===== src/rtl/layer_compositor.sv =====
// Two-stage sprite/background compositor with colour-key transparency
// and per-layer frame-timed hit-flash, running on the VGA pixel clock.
module layer_compositor #(
    parameter int NUM_LAYERS = 4,
    parameter int COLOR_W = 4,
    parameter bit KEY_EN = 1'b1,
    parameter logic [3*COLOR_W-1:0] KEY_COLOR = 12'hF0F,
    parameter int FLASH_FRAMES = 8,
    parameter logic [3*COLOR_W-1:0] FLASH_COLOR = 12'hFFF
) (
    input  logic                            vga_clk,
    input  logic                            reset_n,
    input  logic                            blank,
    input  logic                            frame_tick,
    input  logic [NUM_LAYERS-1:0]           layer_on,
    input  logic [NUM_LAYERS*3*COLOR_W-1:0] layer_rgb,
    input  logic [3*COLOR_W-1:0]            bg_rgb,
    input  logic [NUM_LAYERS-1:0]           flash_trig,
    output logic [COLOR_W-1:0]              Red,
    output logic [COLOR_W-1:0]              Green,
    output logic [COLOR_W-1:0]              Blue,
    output logic [$clog2(NUM_LAYERS):0]     top_layer,
    output logic [NUM_LAYERS-1:0]           flash_active
);

    localparam int PW = 3 * COLOR_W;
    localparam int IW = $clog2(NUM_LAYERS) + 1;
    localparam int CW = $clog2(FLASH_FRAMES + 1);
    localparam logic [IW-1:0] BG_IDX = IW'(NUM_LAYERS);

    logic [CW-1:0] flash_cnt [NUM_LAYERS];

    logic [NUM_LAYERS-1:0] opaque;
    logic [IW-1:0]         win_idx;
    logic [PW-1:0]         win_rgb;

    logic [IW-1:0] idx_s1;
    logic [PW-1:0] rgb_s1;
    logic [PW-1:0] bg_s1;
    logic          blank_s1;

    logic          flash_hit;
    logic [PW-1:0] pix;

    // Scan from the lowest priority upward so the lowest opaque index wins.
    always_comb begin
        win_idx = BG_IDX;
        win_rgb = '0;
        for (int i = NUM_LAYERS - 1; i >= 0; i--) begin
            opaque[i] = layer_on[i] &
                ~(KEY_EN && (layer_rgb[i*PW +: PW] == KEY_COLOR));
            if (opaque[i]) begin
                win_idx = IW'(i);
                win_rgb = layer_rgb[i*PW +: PW];
            end
        end
    end

    always_ff @(posedge vga_clk or negedge reset_n) begin
        if (!reset_n) begin
            idx_s1   <= BG_IDX;
            rgb_s1   <= '0;
            bg_s1    <= '0;
            blank_s1 <= 1'b0;
        end else begin
            idx_s1   <= win_idx;
            rgb_s1   <= win_rgb;
            bg_s1    <= bg_rgb;
            blank_s1 <= blank;
        end
    end

    // An odd remaining count implies nonzero, so bit 0 alone selects flash.
    always_comb begin
        flash_hit = 1'b0;
        for (int i = 0; i < NUM_LAYERS; i++) begin
            if (idx_s1 == IW'(i) && flash_cnt[i][0]) flash_hit = 1'b1;
        end
        if (!blank_s1)          pix = '0;
        else if (flash_hit)     pix = FLASH_COLOR;
        else if (idx_s1 == BG_IDX) pix = bg_s1;
        else                    pix = rgb_s1;
    end

    always_ff @(posedge vga_clk or negedge reset_n) begin
        if (!reset_n) begin
            Red       <= '0;
            Green     <= '0;
            Blue      <= '0;
            top_layer <= BG_IDX;
        end else begin
            {Red, Green, Blue} <= pix;
            top_layer          <= idx_s1;
        end
    end

    always_ff @(posedge vga_clk or negedge reset_n) begin
        if (!reset_n) begin
            for (int i = 0; i < NUM_LAYERS; i++) flash_cnt[i] <= '0;
        end else begin
            for (int i = 0; i < NUM_LAYERS; i++) begin
                if (flash_trig[i])
                    flash_cnt[i] <= CW'(FLASH_FRAMES);
                else if (frame_tick && flash_cnt[i] != '0)
                    flash_cnt[i] <= flash_cnt[i] - 1'b1;
            end
        end
    end

    always_comb begin
        for (int i = 0; i < NUM_LAYERS; i++)
            flash_active[i] = (flash_cnt[i] != '0);
    end

endmodule


===== config.mk =====
export PLATFORM = sky130hd
export DESIGN_NAME = layer_compositor
export DESIGN_NICKNAME = d
export VERILOG_FILES = /design/src/rtl/layer_compositor.sv
export SDC_FILE = /design/constraint.sdc
export NUM_CORES = 1
export LEC_CHECK = 0
export ABC_AREA = 0
export BUFFER_PORTS_ARGS = -buffer_cell sky130_fd_sc_hd__buf_4
export CORE_ASPECT_RATIO = 0.9
export CORE_MARGIN = 2
export CORE_UTILIZATION = 46
export DETAILED_ROUTE_END_ITERATION = 7
export PLACE_DENSITY = 0.78
export RECOVER_POWER = 100
export SKIP_LAST_GASP = 1
export SYNTH_ARGS = -nofsm -noshare
export SYNTH_HDL_FRONTEND = slang
export SYNTH_SLANG_ARGS = --single-unit

===== constraint.sdc =====
create_clock -name vga_clk -period 1.4 [get_ports vga_clk]
set_input_delay 0.07 -clock vga_clk [delete_from_list [all_inputs] [get_ports vga_clk]]
set_output_delay 0.07 -clock vga_clk [all_outputs]
set_load 0.005 [all_outputs]

==> flow_summary.yaml <==
finish:
  area_growth_pct: 63.6
  most-common-layout-cells: "buf_4 (84), dfrtp_1 (57), dlygate4sd3_1 (27), clkbuf_4 (27)"
  final_common_cell: "buf_4"
  drive_gt1_frac: 0.489
  utilization: 0.780
  n_antenna_cell: 0
  final_net_count: 496
  final_area_um2: 4770
yosys:
  syn_inst: 261
  syn-num-nets: 341
  synth.distinct_cells: 37
  synth-edff-count: 0
  yosysSeqAreaShare: 0.508
  ys_dominant_reg_cell: "dfrtp_1"
  syn-cell-area_um2: 2910
  synth_async_sr_flop_share: 1.00
  avgSynthCellArea_um2: 11.2
  ys_warn_count: 0
  synth-seq-cells: 59
timing:
  finClkSkew_ns: 0.00787
  setup_viol_count_final: 32
  fmax_mhz: 616
  worst_slew_pin_slew_ns: 0.594
  slew_violations: 0
  hold_viol_final: 0
  finalWorstSetupSlack_ns: -0.223
  timing.slew.headroom: 0.604
  rsz0062_at_grt: "yes"
  min_period_ns: 1.62
  post-route-period-util: 1.16
floorplanning:
  die_area_um2: 6990
  io_pins: 91
  design.core.area_um2: 6110
  dieWidth_um: 87.9
  start_util: 0.477
  die_h_um: 79.5
  fp-row-count: 27
detailed_routing:
  routed_wl_um: 9200
  drc_errors: 0
  first_pass_iters: 4
  drt_iter0_drc: 232
  vias_per_cell: 5.44
  antenna_left: 0
  wl_per_cell_um: 18.1
  via_count: 2762
global_routing:
  grt_max_degree: 26
  grt_pass1_vias: 2742
  antenna_found_initial: 0
  grt_pass1_wl_um: 13700
  grtUsageTotal: 0.263
  grt-ovfl-total: 0
flow_run:
  maxCapViolCount: 0
worst_setup_path:
  cp_common_cell: "buf_6"
  critPathLaunch: "flash_cnt[9]"
  critPathMaxFanout: 2
  crit_path_end: "flash_active[1]"
  path_class: "reg2out"
  path_depth: 5
  worstSetupStartpointType: "register"
  crit_chain: "inv_2, ha_4, or3b_4, buf_6, buf_6"
  r2r-start: "flash_cnt[13]"
  reg2reg_to: "flash_cnt[14]"
  cp_top_family: "flip-flops"
  ff2ff_setup_slack_ns: -0.21
  cpMaxStageDelayCell: "dfrtp_1"
  r2r_cells: 7
  critPathCaptureType: "output pin"
  arrival_ns: 1.55
  slowest_delay_ns: 0.39
  cp_num_buf_inv: 3
  cp.required_ns: 1.33
clock_tree:
  cts.sinks: 59
  worstSkewPairLatency_ns: 0.35
  root_buffer: "clkbuf_8"
  clk_pin_slew_worst_paths_ns: 0.07
  htree_levels: 3
  clockBufferDepth: 2
  cts_buffers: 9
  tritoncts: "built"
min_path:
  hp-class: "in2reg"
place:
  port_buffers: 90
  dpl-instance-area_um2: 3880
  routabilityCongestion: 0.865
  dp_hpwl_um: 5470
run_status:
  violations: "setup timing"
  status: "finished, violations left"
power_and_ir_drop:
  vdd_drop_max_v: 0.000801
  p_leak_nw: 2.08
  powerDensity_nw_per_um2: 1160
-- Yosys cell counts (2+ instances only) --
library cell	n	area, µm²
nor2_1	9	33.8
or3b_1	4	35.0
a31oi_1	8	50.1
nand4bb_1	4	45.0
xor2_1	8	70.1
inv_1	8	30.0
o21ai_0	9	45.0
o31a_1	4	35.0
o31ai_4	2	42.5
and2_1	4	25.0
buf_6	2	22.5
nand4b_1	8	70.1
a21boi_1	12	90.1
nand2_1	22	82.6
o21ai_1	9	45.0
a311oi_1	12	105
nor3_1	4	20.0
clkbuf_1	6	22.5
dfrtp_1	57	1430
buf_2	5	25.0
and4b_1	2	20.0
xnor2_1	4	35.0
dfstp_2	2	52.6
ha_1	8	100
nand2b_1	8	50.1
nand3_1	11	55.1
mux2i_1	15	150
a21oi_1	5	25.0
-- through the flow --
step / setup TNS [ns] / power, mW / setup WS (ns) / hold slack, ns / instances
detailed placement: -1.28 / 3.22 / -0.126 / -0.0137 / 449
CTS: -3.05 / 5.28 / -0.232 / 0.00414 / 505
finish: -4.07 / 5.53 / -0.223 / 0.0220 / 508
global placement: -0.259 / 3.16 / -0.0374 / -0.00841 / 449
global route: -5.04 / 5.74 / -0.276 / 0.0435 / 508
floorplan: -0.237 / 2.65 / -0.0433 / -0.226 / 261
-- routing by layer --
layer  global-route usage  share of wire
met4               0.0846          0.019
met1                0.335           0.41
met2                0.440           0.51
met5                    0              0
met3               0.0631          0.061
-- how the worst min path moves through the flow --
| stage | end | from | slack, ns | cells past startpoint |
|---|---|---|---|---|
| floorplan | Blue[0] | reset_n | -0.23 | 0 |
| global placement | flash_cnt[5] | reset_n | -0.008 | 1 |
| detailed placement | flash_cnt[5] | reset_n | -0.01 | 1 |
| CTS | rgb_s1[5] | layer_on[0] | 0.004 | 3 |
| global route | rgb_s1[11] | layer_rgb[47] | 0.04 | 3 |
| finish | rgb_s1[11] | layer_rgb[47] | 0.02 | 3 |
-- flip-flops by register name (all words and copies together), names as in the netlist --
signal	cells
bg_s1	12
top_layer	3
rgb_s1	12
flash_cnt	16
blank_s1	1
Blue	4
Green	4
Red	4
idx_s1	3
-- timing repair --
action | in CTS | in global routing
gates resized for setup | 30 | 39
gates cloned | 1 | 0
hold endpoints to repair | 96 | 0
setup endpoints to repair | 23 | 32
pin swaps | 18 | 11
setup buffers | 12 | 3
hold buffers | 27 | 0
-- where the power goes --
part	total [mW]	switching, mW	internal, mW
clock	1.75	0.739	1.02
combinational	1.74	0.795	0.941
sequential	2.04	0.136	1.90
-- area by class of cell --
type                            instances  area, µm²
Clock buffer                            9        124
Clock inverter                          7        100
Fill cell                             344       1350
Inverter                                8       30.0
Multi-Input combinational cell        180       1610
Sequential cell                        59       1480
Tap cell                               87        109
Timing Repair Buffer                  158       1320
-- worst min-delay path, delay by kind of cell --
family | cells | cell delay, ns
buf+inv | 1 | 0.11
compound gates | 1 | 0.08
simple gates | 1 | 0.05
-- kinds of logic (layout without fill, tap and decap cells) --
| logic type | after synthesis | count (layout) | share of synthesized area |
|---|---|---|---|
| AND/OR/NAND/NOR | 81 | 81 | 0.169 |
| buffers and inverters | 22 | 182 | 0.0369 |
| XOR/XNOR | 12 | 12 | 0.0361 |
| AO/OA/AOI/OAI | 63 | 63 | 0.157 |
| adder cells (fa/ha/maj) | 8 | 8 | 0.0344 |
| multiplexers | 16 | 16 | 0.0593 |
| flip-flops | 59 | 59 | 0.508 |
(Power assumes the default switching activity.)
